**config.mk**
```make
export PLATFORM = sky130hd
export DESIGN_NAME = dec_stage_pipe_flat
export DESIGN_NICKNAME = d
export VERILOG_FILES = /design/src/rtl/dec_pkg.sv /design/src/rtl/dec_stage_pipe_if.sv /design/src/rtl/dec_stage_pipe_rf.sv /design/src/rtl/dec_stage_pipe.sv /design/src/flat_wrapper.sv
export SDC_FILE = /design/constraint.sdc
export NUM_CORES = 2
export LEC_CHECK = 0
export ABC_AREA = 1
export CAP_MARGIN = 5
export CORE_MARGIN = 2
export CORE_UTILIZATION = 25
export DETAILED_ROUTE_END_ITERATION = 16
export PLACE_DENSITY = 0.48
export SLEW_MARGIN = 30
export SYNTH_ARGS = -nofsm -noshare
export SYNTH_HDL_FRONTEND = slang
export SYNTH_SLANG_ARGS = --single-unit
```
**constraint.sdc**
```tcl
create_clock -name Clk -period 61.4 [get_ports Clk]
set_input_delay 6.14 -clock Clk [delete_from_list [all_inputs] [get_ports Clk]]
set_output_delay 6.14 -clock Clk [all_outputs]
set_load 0.005 [all_outputs]
```
**src/rtl/dec_pkg.sv**
```systemverilog
// Shared constants for the decode stage: immediate mode codes and
// instruction field bit positions.
package dec_pkg;

  typedef enum logic [1:0] {
    IMM_ZERO   = 2'b00,
    IMM_SIGN   = 2'b01,
    IMM_UPPER  = 2'b10,
    IMM_BRANCH = 2'b11
  } imm_sel_e;

  localparam int RS_HI  = 25;
  localparam int RS_LO  = 21;
  localparam int RT_HI  = 20;
  localparam int RT_LO  = 16;
  localparam int RD_HI  = 15;
  localparam int RD_LO  = 11;
  localparam int IMM_HI = 15;
  localparam int IMM_LO = 0;

endpackage

```
**src/rtl/dec_stage_pipe_if.sv**
```systemverilog
// Handshake/bus bundle between fetch, write-back and the decode stage.
// master = environment side, slave = decode stage side.
interface dec_stage_pipe_if #(
  parameter int DATA_W  = 32,
  parameter int REG_CNT = 32,
  parameter int AW      = $clog2(REG_CNT)
);

  logic [31:0]       Instr;
  logic              In_valid;
  logic              Stall;
  logic              Flush;
  logic              RF_B_sel;
  logic [1:0]        Imm_sel;
  logic              RF_WrEn;
  logic [AW-1:0]     RF_WrAddr;
  logic              RF_WrData_sel;
  logic [DATA_W-1:0] ALU_out;
  logic [DATA_W-1:0] MEM_out;

  logic              Out_valid;
  logic [DATA_W-1:0] Immed;
  logic [DATA_W-1:0] RF_A;
  logic [DATA_W-1:0] RF_B;
  logic [AW-1:0]     Src_A_addr;
  logic [AW-1:0]     Src_B_addr;

  modport master (
    output Instr, In_valid, Stall, Flush, RF_B_sel, Imm_sel,
           RF_WrEn, RF_WrAddr, RF_WrData_sel, ALU_out, MEM_out,
    input  Out_valid, Immed, RF_A, RF_B, Src_A_addr, Src_B_addr
  );

  modport slave (
    input  Instr, In_valid, Stall, Flush, RF_B_sel, Imm_sel,
           RF_WrEn, RF_WrAddr, RF_WrData_sel, ALU_out, MEM_out,
    output Out_valid, Immed, RF_A, RF_B, Src_A_addr, Src_B_addr
  );

endinterface

```
**src/rtl/dec_stage_pipe_rf.sv**
```systemverilog
// 2-read/1-write register file. r0 is hardwired to zero; reads see a
// same-cycle write (write-through bypass) so decode never waits on WB.
module rf_2r1w #(
  parameter int DATA_W  = 32,
  parameter int REG_CNT = 32,
  parameter int AW      = $clog2(REG_CNT)
) (
  input  logic              clk_i,
  input  logic              rst_i,
  input  logic              we_i,
  input  logic [AW-1:0]     waddr_i,
  input  logic [DATA_W-1:0] wdata_i,
  input  logic [AW-1:0]     raddr_a_i,
  input  logic [AW-1:0]     raddr_b_i,
  output logic [DATA_W-1:0] rdata_a_o,
  output logic [DATA_W-1:0] rdata_b_o
);

  logic [DATA_W-1:0] mem_q [REG_CNT];
  logic              wr_ok;

  assign wr_ok = we_i && (waddr_i != '0);

  // Storage: cleared on reset, r0 never written.
  always_ff @(posedge clk_i or posedge rst_i) begin
    if (rst_i) begin
      for (int i = 0; i < REG_CNT; i++) mem_q[i] <= '0;
    end else if (wr_ok) begin
      mem_q[waddr_i] <= wdata_i;
    end
  end

  // Read ports with bypass of the in-flight write.
  always_comb begin
    rdata_a_o = '0;
    rdata_b_o = '0;
    if (raddr_a_i != '0) rdata_a_o = (wr_ok && waddr_i == raddr_a_i) ? wdata_i : mem_q[raddr_a_i];
    if (raddr_b_i != '0) rdata_b_o = (wr_ok && waddr_i == raddr_b_i) ? wdata_i : mem_q[raddr_b_i];
  end

endmodule

```
**src/rtl/dec_stage_pipe.sv**
```systemverilog
// MIPS decode stage: operand read with bypass, immediate extension and
// the ID/EX output register (Flush > Stall > load).
module dec_stage_pipe
  import dec_pkg::*;
#(
  parameter int DATA_W  = 32,
  parameter int REG_CNT = 32,
  parameter int AW      = $clog2(REG_CNT)
) (
  input logic           Clk,
  input logic           Reset,
  dec_stage_pipe_if.slave bus
);

  logic [4:0]        rs_f, rt_f, rd_f;
  logic [AW-1:0]     rs, rb;
  logic [15:0]       imm;
  logic [DATA_W-1:0] imm_sx, imm_ext;
  logic [DATA_W-1:0] wr_data, rd_a, rd_b;
  logic              unused_fields;

  logic              valid_q, valid_d;
  logic [DATA_W-1:0] immed_q, immed_d;
  logic [DATA_W-1:0] a_q, a_d;
  logic [DATA_W-1:0] b_q, b_d;
  logic [AW-1:0]     sa_q, sa_d;
  logic [AW-1:0]     sb_q, sb_d;

  assign rs_f = bus.Instr[RS_HI:RS_LO];
  assign rt_f = bus.Instr[RT_HI:RT_LO];
  assign rd_f = bus.Instr[RD_HI:RD_LO];
  assign imm  = bus.Instr[IMM_HI:IMM_LO];

  // Opcode and any address bits above AW are not used by this stage.
  assign unused_fields = ^{bus.Instr[31:26], rs_f, rt_f, rd_f};

  assign rs      = rs_f[AW-1:0];
  assign rb      = bus.RF_B_sel ? rt_f[AW-1:0] : rd_f[AW-1:0];
  assign wr_data = bus.RF_WrData_sel ? bus.MEM_out : bus.ALU_out;

  rf_2r1w #(.DATA_W(DATA_W), .REG_CNT(REG_CNT), .AW(AW)) u_rf (
    .clk_i     (Clk),
    .rst_i     (Reset),
    .we_i      (bus.RF_WrEn),
    .waddr_i   (bus.RF_WrAddr),
    .wdata_i   (wr_data),
    .raddr_a_i (rs),
    .raddr_b_i (rb),
    .rdata_a_o (rd_a),
    .rdata_b_o (rd_b)
  );

  assign imm_sx = {{(DATA_W-16){imm[15]}}, imm};

  // Immediate extension in the four supported modes.
  always_comb begin
    imm_ext = '0;
    case (imm_sel_e'(bus.Imm_sel))
      IMM_ZERO:   imm_ext = {{(DATA_W-16){1'b0}}, imm};
      IMM_SIGN:   imm_ext = imm_sx;
      IMM_UPPER:  imm_ext = {{(DATA_W-16){1'b0}}, imm} << 16;
      IMM_BRANCH: imm_ext = imm_sx << 2;
      default:    imm_ext = '0;
    endcase
  end

  // Output register next state. While stalled, a write-back to a held
  // source register refreshes that operand so EX never sees a stale value.
  always_comb begin
    valid_d = valid_q;
    immed_d = immed_q;
    a_d     = a_q;
    b_d     = b_q;
    sa_d    = sa_q;
    sb_d    = sb_q;
    if (bus.Flush) begin
      valid_d = 1'b0;
      immed_d = '0;
      a_d     = '0;
      b_d     = '0;
      sa_d    = '0;
      sb_d    = '0;
    end else if (bus.Stall) begin
      if (bus.RF_WrEn && bus.RF_WrAddr != '0) begin
        if (bus.RF_WrAddr == sa_q) a_d = wr_data;
        if (bus.RF_WrAddr == sb_q) b_d = wr_data;
      end
    end else begin
      valid_d = bus.In_valid;
      immed_d = imm_ext;
      a_d     = rd_a;
      b_d     = rd_b;
      sa_d    = rs;
      sb_d    = rb;
    end
  end

  // ID/EX register with asynchronous reset.
  always_ff @(posedge Clk or posedge Reset) begin
    if (Reset) begin
      valid_q <= 1'b0;
      immed_q <= '0;
      a_q     <= '0;
      b_q     <= '0;
      sa_q    <= '0;
      sb_q    <= '0;
    end else begin
      valid_q <= valid_d;
      immed_q <= immed_d;
      a_q     <= a_d;
      b_q     <= b_d;
      sa_q    <= sa_d;
      sb_q    <= sb_d;
    end
  end

  assign bus.Out_valid  = valid_q;
  assign bus.Immed      = immed_q;
  assign bus.RF_A       = a_q;
  assign bus.RF_B       = b_q;
  assign bus.Src_A_addr = sa_q;
  assign bus.Src_B_addr = sb_q;

endmodule
```
**src/flat_wrapper.sv**
```systemverilog
// flat-port wrapper written by rule: the top's interface ports become plain ports
module dec_stage_pipe_flat import dec_pkg::*;
#(
  parameter int DATA_W  = 32,
  parameter int REG_CNT = 32,
  parameter int AW      = $clog2(REG_CNT)
)
  (Clk, Reset, bus_Instr, bus_In_valid, bus_Stall, bus_Flush, bus_RF_B_sel, bus_Imm_sel, bus_RF_WrEn, bus_RF_WrAddr, bus_RF_WrData_sel, bus_ALU_out, bus_MEM_out, bus_Out_valid, bus_Immed, bus_RF_A, bus_RF_B, bus_Src_A_addr, bus_Src_B_addr);
  dec_stage_pipe_if #(.DATA_W(DATA_W), .REG_CNT(REG_CNT), .AW(AW)) bus_i ();
  input logic Clk;
  input logic Reset;
  input wire logic [$bits(bus_i.Instr)-1:0] bus_Instr;
  input wire logic [$bits(bus_i.In_valid)-1:0] bus_In_valid;
  input wire logic [$bits(bus_i.Stall)-1:0] bus_Stall;
  input wire logic [$bits(bus_i.Flush)-1:0] bus_Flush;
  input wire logic [$bits(bus_i.RF_B_sel)-1:0] bus_RF_B_sel;
  input wire logic [$bits(bus_i.Imm_sel)-1:0] bus_Imm_sel;
  input wire logic [$bits(bus_i.RF_WrEn)-1:0] bus_RF_WrEn;
  input wire logic [$bits(bus_i.RF_WrAddr)-1:0] bus_RF_WrAddr;
  input wire logic [$bits(bus_i.RF_WrData_sel)-1:0] bus_RF_WrData_sel;
  input wire logic [$bits(bus_i.ALU_out)-1:0] bus_ALU_out;
  input wire logic [$bits(bus_i.MEM_out)-1:0] bus_MEM_out;
  output wire logic [$bits(bus_i.Out_valid)-1:0] bus_Out_valid;
  output wire logic [$bits(bus_i.Immed)-1:0] bus_Immed;
  output wire logic [$bits(bus_i.RF_A)-1:0] bus_RF_A;
  output wire logic [$bits(bus_i.RF_B)-1:0] bus_RF_B;
  output wire logic [$bits(bus_i.Src_A_addr)-1:0] bus_Src_A_addr;
  output wire logic [$bits(bus_i.Src_B_addr)-1:0] bus_Src_B_addr;
  assign bus_i.Instr = bus_Instr;
  assign bus_i.In_valid = bus_In_valid;
  assign bus_i.Stall = bus_Stall;
  assign bus_i.Flush = bus_Flush;
  assign bus_i.RF_B_sel = bus_RF_B_sel;
  assign bus_i.Imm_sel = bus_Imm_sel;
  assign bus_i.RF_WrEn = bus_RF_WrEn;
  assign bus_i.RF_WrAddr = bus_RF_WrAddr;
  assign bus_i.RF_WrData_sel = bus_RF_WrData_sel;
  assign bus_i.ALU_out = bus_ALU_out;
  assign bus_i.MEM_out = bus_MEM_out;
  assign bus_Out_valid = bus_i.Out_valid;
  assign bus_Immed = bus_i.Immed;
  assign bus_RF_A = bus_i.RF_A;
  assign bus_RF_B = bus_i.RF_B;
  assign bus_Src_A_addr = bus_i.Src_A_addr;
  assign bus_Src_B_addr = bus_i.Src_B_addr;
  dec_stage_pipe #(.DATA_W(DATA_W), .REG_CNT(REG_CNT), .AW(AW)) u_core (.Clk(Clk), .Reset(Reset), .bus(bus_i));
endmodule
```
# After elaboration in Yosys (flattened, before gate mapping)
# Index checks and enable logic that the tools add are counted.
[totals]
input_bits = 111
out_inout_bits = 107
register_bits = 1131
[op_classes]
reduce_logical = 10
order_cmp = 4
muxes = 32
n_bitwise = 3
eq_ne = 11
[op_table]
columns = ["cell", "count"]
rows = [
  ["1024-bit bitwise mux", 1],
  ["32-bit two-way mux", 20],
  ["32-bit binary-select mux with 5-bit select", 2],
  ["32-bit demux with 5-bit select", 1],
  ["32-bit case mux with 4 select lines", 1],
  ["5-bit two-way mux", 5],
  ["5-bit equality test", 4],
  ["6-bit greater-or-equal comparator, second input constant", 3],
  ["5-bit inverter with 6-bit output", 3],
  ["5-bit nonzero test", 3],
  ["3-bit by 1-bit != test with 1-bit output, second input constant", 3],
  ["6-bit by 1-bit less-than comparator with 1-bit output, second input constant", 1],
  ["2-bit equality test, second input constant", 2],
  ["1-bit logical AND", 4],
  ["2-bit AND reduction", 2],
  ["2-bit by 1-bit equality test with 1-bit output, second input constant", 1],
  ["2-bit zero test", 1],
  ["1-bit two-way mux", 2],
  ["2-bit by 1-bit != test with 1-bit output, second input constant", 1],
]

# Longest topological paths before layout
[logic_depth]
word_depth = 9
depth_mapped = 16
depth_no_buf = 14

# Cells and area by module
# A second synthesis with hierarchy kept.
[unflattened]
cells_unflattened = 9617
area_unflattened_um2 = 65728.0
[modules_own_cells]
columns = ["mod", "seq_area_each_um2", "cells_per_inst", "n_inst", "area_per_inst_um2"]
rows = [
  ["rf_2r1w", 25624.6, 8797, 1, 59326.9],
  ["dec_stage_pipe", 2677.6, 820, 1, 6401.1],
]

# Worst setup path before layout
# Ideal clock, no wire load.
[synth_timing]
path_type = "in2reg"
startpoint = "input port bus_RF_WrAddr[2]"
endpoint = "register u_core.a_q[10], in the netlist u_core.bus.RF_A[10]"
setup_time_ns = 0.116
path_stages = 10
arrival_ns = 7.451
setup_slack_ns = 53.832
path_buffers = 2
cell_sequence = "buf_4 -> nor3_2 -> nand2_1 -> nand2_1 -> inv_2 -> a31oi_4 -> clkbuf_1 -> nor2_1 -> nand2_1 -> nand2_1"
[synth_between]
elab_chain_len = 7
word_cells_on_any_way = 12
cone_classes = "4 x eq/ne; 4 x mux; 4 x reduce/logical"
[synth_lines]
columns = ["element", "line_no", "rtl"]
rows = [
  ["from (decl)", "flat_wrapper.sv:19", "input wire logic [$bits(bus_i.RF_WrAddr)-1:0] bus_RF_WrAddr;"],
  ["5-bit nonzero test", "dec_stage_pipe_rf.sv:22, dec_stage_pipe.sv:84", ""],
  ["1-bit logical AND", "dec_stage_pipe_rf.sv:22, dec_stage_pipe.sv:84", ""],
  ["1-bit logical AND", "dec_stage_pipe_rf.sv:37", "if (raddr_a_i != '0) rdata_a_o = (wr_ok && waddr_i == raddr_a_i) ? wdata_i : mem_q[raddr_a_i];"],
  ["32-bit two-way mux (2 in a row)", "dec_stage_pipe_rf.sv:37", ""],
  ["32-bit two-way mux", "dec_stage_pipe.sv:83", "end else if (bus.Stall) begin"],
  ["32-bit two-way mux", "dec_stage_pipe.sv:76", "if (bus.Flush) begin"],
  ["to (signal assigned)", "dec_stage_pipe.sv:103", "a_q <= '0;"],
  ["to (signal assigned)", "dec_stage_pipe.sv:110", "a_q <= a_d;"],
  ["to (decl)", "dec_stage_pipe.sv:24", "logic [DATA_W-1:0] a_q, a_d;"],
]
# Several ways; a longest one is shown, not always the timed one.
# A chain may end at the register's enable or synchronous reset.

==> run_results.csv <==
group,metric,value,unit
synthesis,yosys_warnings,0,
placement,hpwl,155700,um
synthesis,synth_top_cell_by_area,"dfrtp_1",
power_and_ir_drop,p_leak,0.03266,uW
finish,multi_input_area,30550,sq um
die,io_pins,218,
routing,vias,64280,
timing,finalCritPeriodShare,18.45,%
die,die_y,510.4,um
finish,areaGrowthSynthToFinish,13.58,%
placement,pre_cts_ws,48.94,ns
clock_network,htree_num_levels,4,
synthesis,syn-cell-area,64120,sq um
finish,nNetsFinal,8949,
setup_path,crit_required,62.31,ns
synthesis,synthTopCellsByArea,"dfrtp_1 (44%), nand2_1 (16%), o21ai_0 (9.6%)",
global_route,track_usage,21.99,%
global_route,grt_overflow,0,
finish,fillers,27540,
routing,drc,0,
setup_path,critPathLaunchType,"input pin",
power_and_ir_drop,powerDensity,31.45,nW/um^2
setup_path,crit_arrival,12.24,ns
synthesis,synth.avg_cell_area,6.985,sq um
global_route,grt_first_pass_wirelength,425800,um
timing,finalMaxSlewViolations,0,
global_route,grt_antenna_before_repair,6,
timing,hold_viol,0,
synthesis,syn_nets,9291,
synthesis,synth.distinct_cells,35,
timing,tightest_slew,1.072,ns
clock_network,holdBufCountCts,0,
clock_network,clk_path_buf_depth,3,
synthesis,netlist_instances,9180,
global_route,use_met2,36.29,%
die,core,254600,sq um
clock_network,post_cts_buffers,0,
timing,finalClockSkew,0.03224,ns
timing,rsz0062_at_grt,"no",
synthesis,synth_top_area_share,44.14,%
routing,via_per_inst,5.223,
routing,drt_iter0_drc,7679,
finish,regArea,28300,sq um
timing,fin_tns_setup,0,ns
clock_network,cts_made_buffers,133,
global_route,grt_max_degree,215,
synthesis,ys_ff_latch,1131,
setup_path,cp_top_family,"buffers and inverters",
routing,postRouteAntennaNets,0,
power_and_ir_drop,power.total,2290,uW
timing,slew_headroom,28.51,%
timing,setup_viol_count_final,0,
routing,routed_wl,293400,um
setup_path,crit_fanout,106,
routing,dr.pass1.iters,7,
power_and_ir_drop,ir_worst_vdd,0.02900,mV
global_route,grt_use_met1,28.37,%
setup_path,timing.critical_path.mode_cell,"buf_4",
setup_path,critPathKind,"input pin to asynchronous set/reset pin",
setup_path,worst-path-buf-inv,9,
global_route,use_met3,3.103,%
timing,setup_slack,50.07,ns
run_status,status,"finished clean",
die,fp.dieArea,260500,sq um
clock_network,clk-insertion-delay-late,0.81,ns
global_route,grt_pass1_vias,60710,
timing,fin_crit,11.33,ns
setup_path,cp_slowest_cell,"buf_4",
routing,wire_per_inst,23.85,um
synthesis,seq_area_frac_synth,44.14,%
setup_path,crit_path_end_kind,"asynchronous set/reset pin",
flow_run,maxCapViolations,0,
setup_path,cp_num_cells,9,
global_route,busiest_layer,"met2",
clock_network,cts-root-buf,"clkbuf_16",
clock_network,cts_tree,"done",
placement,numPortBuffers,211,
clock_network,clk_pin_slew,0.06,ns
die,dieWidth,510.4,um
clock_network,cts_sinks,1131,
setup_path,crit_chain,"clkdlybuf4s50_1, inv_8, buf_4, buf_4, buf_4, buf_4, buf_4, buf_12, buf_16",
die,start_util,25.18,%
setup_path,reg2reg_depth,9,
min_path,worstHoldPathCells,0,
finish,drive_above_1_share,4.799,%
die,placementRows,185,
min_path,min_path_type,"flip-flop to flip-flop",
setup_path,slowest_delay,0.80,ns
placement,gp_congestion,0.8380,
timing,fmax,88.27,MHz
clock_network,ctsResizeCount,0,
-- cell type report --
type | instances | area share [%]
timing repair buffer | 354 | 4.740
clock inverter | 31 | 0.4965
multi-input combinational | 6711 | 41.94
inverter | 507 | 2.649
clock buffer | 205 | 5.527
antenna | 1 | 0.003436
sequential | 1131 | 38.86
tap | 3366 | 5.783
-- worst paths after layout --
kind,end,startpoint,slack [ns]
min,u_core.u_rf.mem_q[1004],u_core.u_rf.mem_q[1004],0.40
min in group asynchronous,u_core.u_rf.mem_q[274],Reset,5.83
max reg2reg,u_core.bus.RF_A[18],u_core.bus.Src_A_addr[0],58.59
max in group Clk,u_core.bus.RF_B[25],bus_RF_B_sel,50.57
min reg2reg,u_core.u_rf.mem_q[1004],u_core.u_rf.mem_q[1004],0.40
max,u_core.bus.Immed[30],Reset,50.07
-- sequential cells by signal (all words and copies together), names as in the netlist --
name                   count
u_core.bus.RF_A           32
u_core.bus.RF_B           32
u_core.bus.Out_valid       1
u_core.bus.Src_A_addr      5
u_core.bus.Src_B_addr      5
u_core.u_rf.mem_q       1024
u_core.bus.Immed          32
-- per-stage QoR --
step | instances | hold WS [ns] | util, % | instance area (sq um)
2_1_floorplan | 9180 | 0.4458 | - | 64120
3_3_place_gp | 12060 | 0.3812 | 26.81 | 68260
3_5_place_dp | 12060 | 0.3869 | 26.82 | 68300
4_1_cts | 12300 | 0.4004 | 28.55 | 72690
5_1_grt | 12310 | 0.4085 | 28.60 | 72830
6_report | 12310 | 0.3999 | 28.60 | 72830
-- synthesized netlist by cell type --
library cell,instances
o21ai_1,79
buf_2,297
clkinv_1,2
buf_6,3
nand4_2,1
nor3_1,8
nand3_4,1
nor4_4,3
nand2_4,1
nor2_4,5
nand2_1,2720
nand2_2,5
o21ai_4,2
a32o_1,2
inv_1,494
buf_1,25
nor2_1,816
o22ai_1,15
nor3_2,4
nor2_2,8
a31oi_4,2
o21ai_0,1225
xnor2_1,5
o21ai_2,2
o211ai_1,274
xor2_1,6
nand3_1,1188
nand4_1,3
inv_2,11
o221ai_1,1
dfrtp_1,1131
buf_4,42
a21oi_1,305
clkbuf_1,464
a22o_1,30
-- cells by family after synthesis --
family                 after synthesis  share of synthesized area, %
buffers and inverters             1338                         8.693
AO/OA/AOI/OAI                     1937                         16.51
AND/OR/NAND/NOR                   4763                         30.51
flip-flops                        1131                         44.14
XOR/XNOR                            11                        0.1502
-- power breakdown --
part | internal, uW | leakage (uW) | switching [uW]
registers | 886 | 0.0143 | 91.9
clock network | 473 | 0.00216 | 342
logic | 169 | 0.0162 | 328
-- per-layer routing --
| layer | wire length (um) | part of all wire, % |
|---|---|---|
| met2 | 136200 | 46 |
| met5 | 13 | 0.0044 |
| met3 | 22650 | 7.7 |
| met1 | 120300 | 41 |
| met4 | 14330 | 4.9 |
-- placed cells by master, fill, tap and decap left out, types with 5 or more instances in the layout --
cell type        netlist  layout
nand2_1             2720    2698
o21ai_0             1225    1225
nand3_1             1188    1187
dfrtp_1             1131    1131
nor2_1               816     812
inv_1                494     488
a21oi_1              305     305
o211ai_1             274     274
clkdlybuf4s50_1        0     205
clkbuf_16              0     138
buf_4                 42     118
o21ai_1               79      79
clkbuf_1             464      35
clkbuf_8               0      32
a22o_1                30      30
nand2_4                1      21
clkinv_2               0      17
o22ai_1               15      15
nor2_4                 5      14
inv_2                 11      12
buf_12                 0      12
buf_6                  3      11
nor3_1                 8       8
xor2_1                 6       6
xnor2_1                5       5
bufinv_16              0       5
Power figures use the tool's default switching activity.
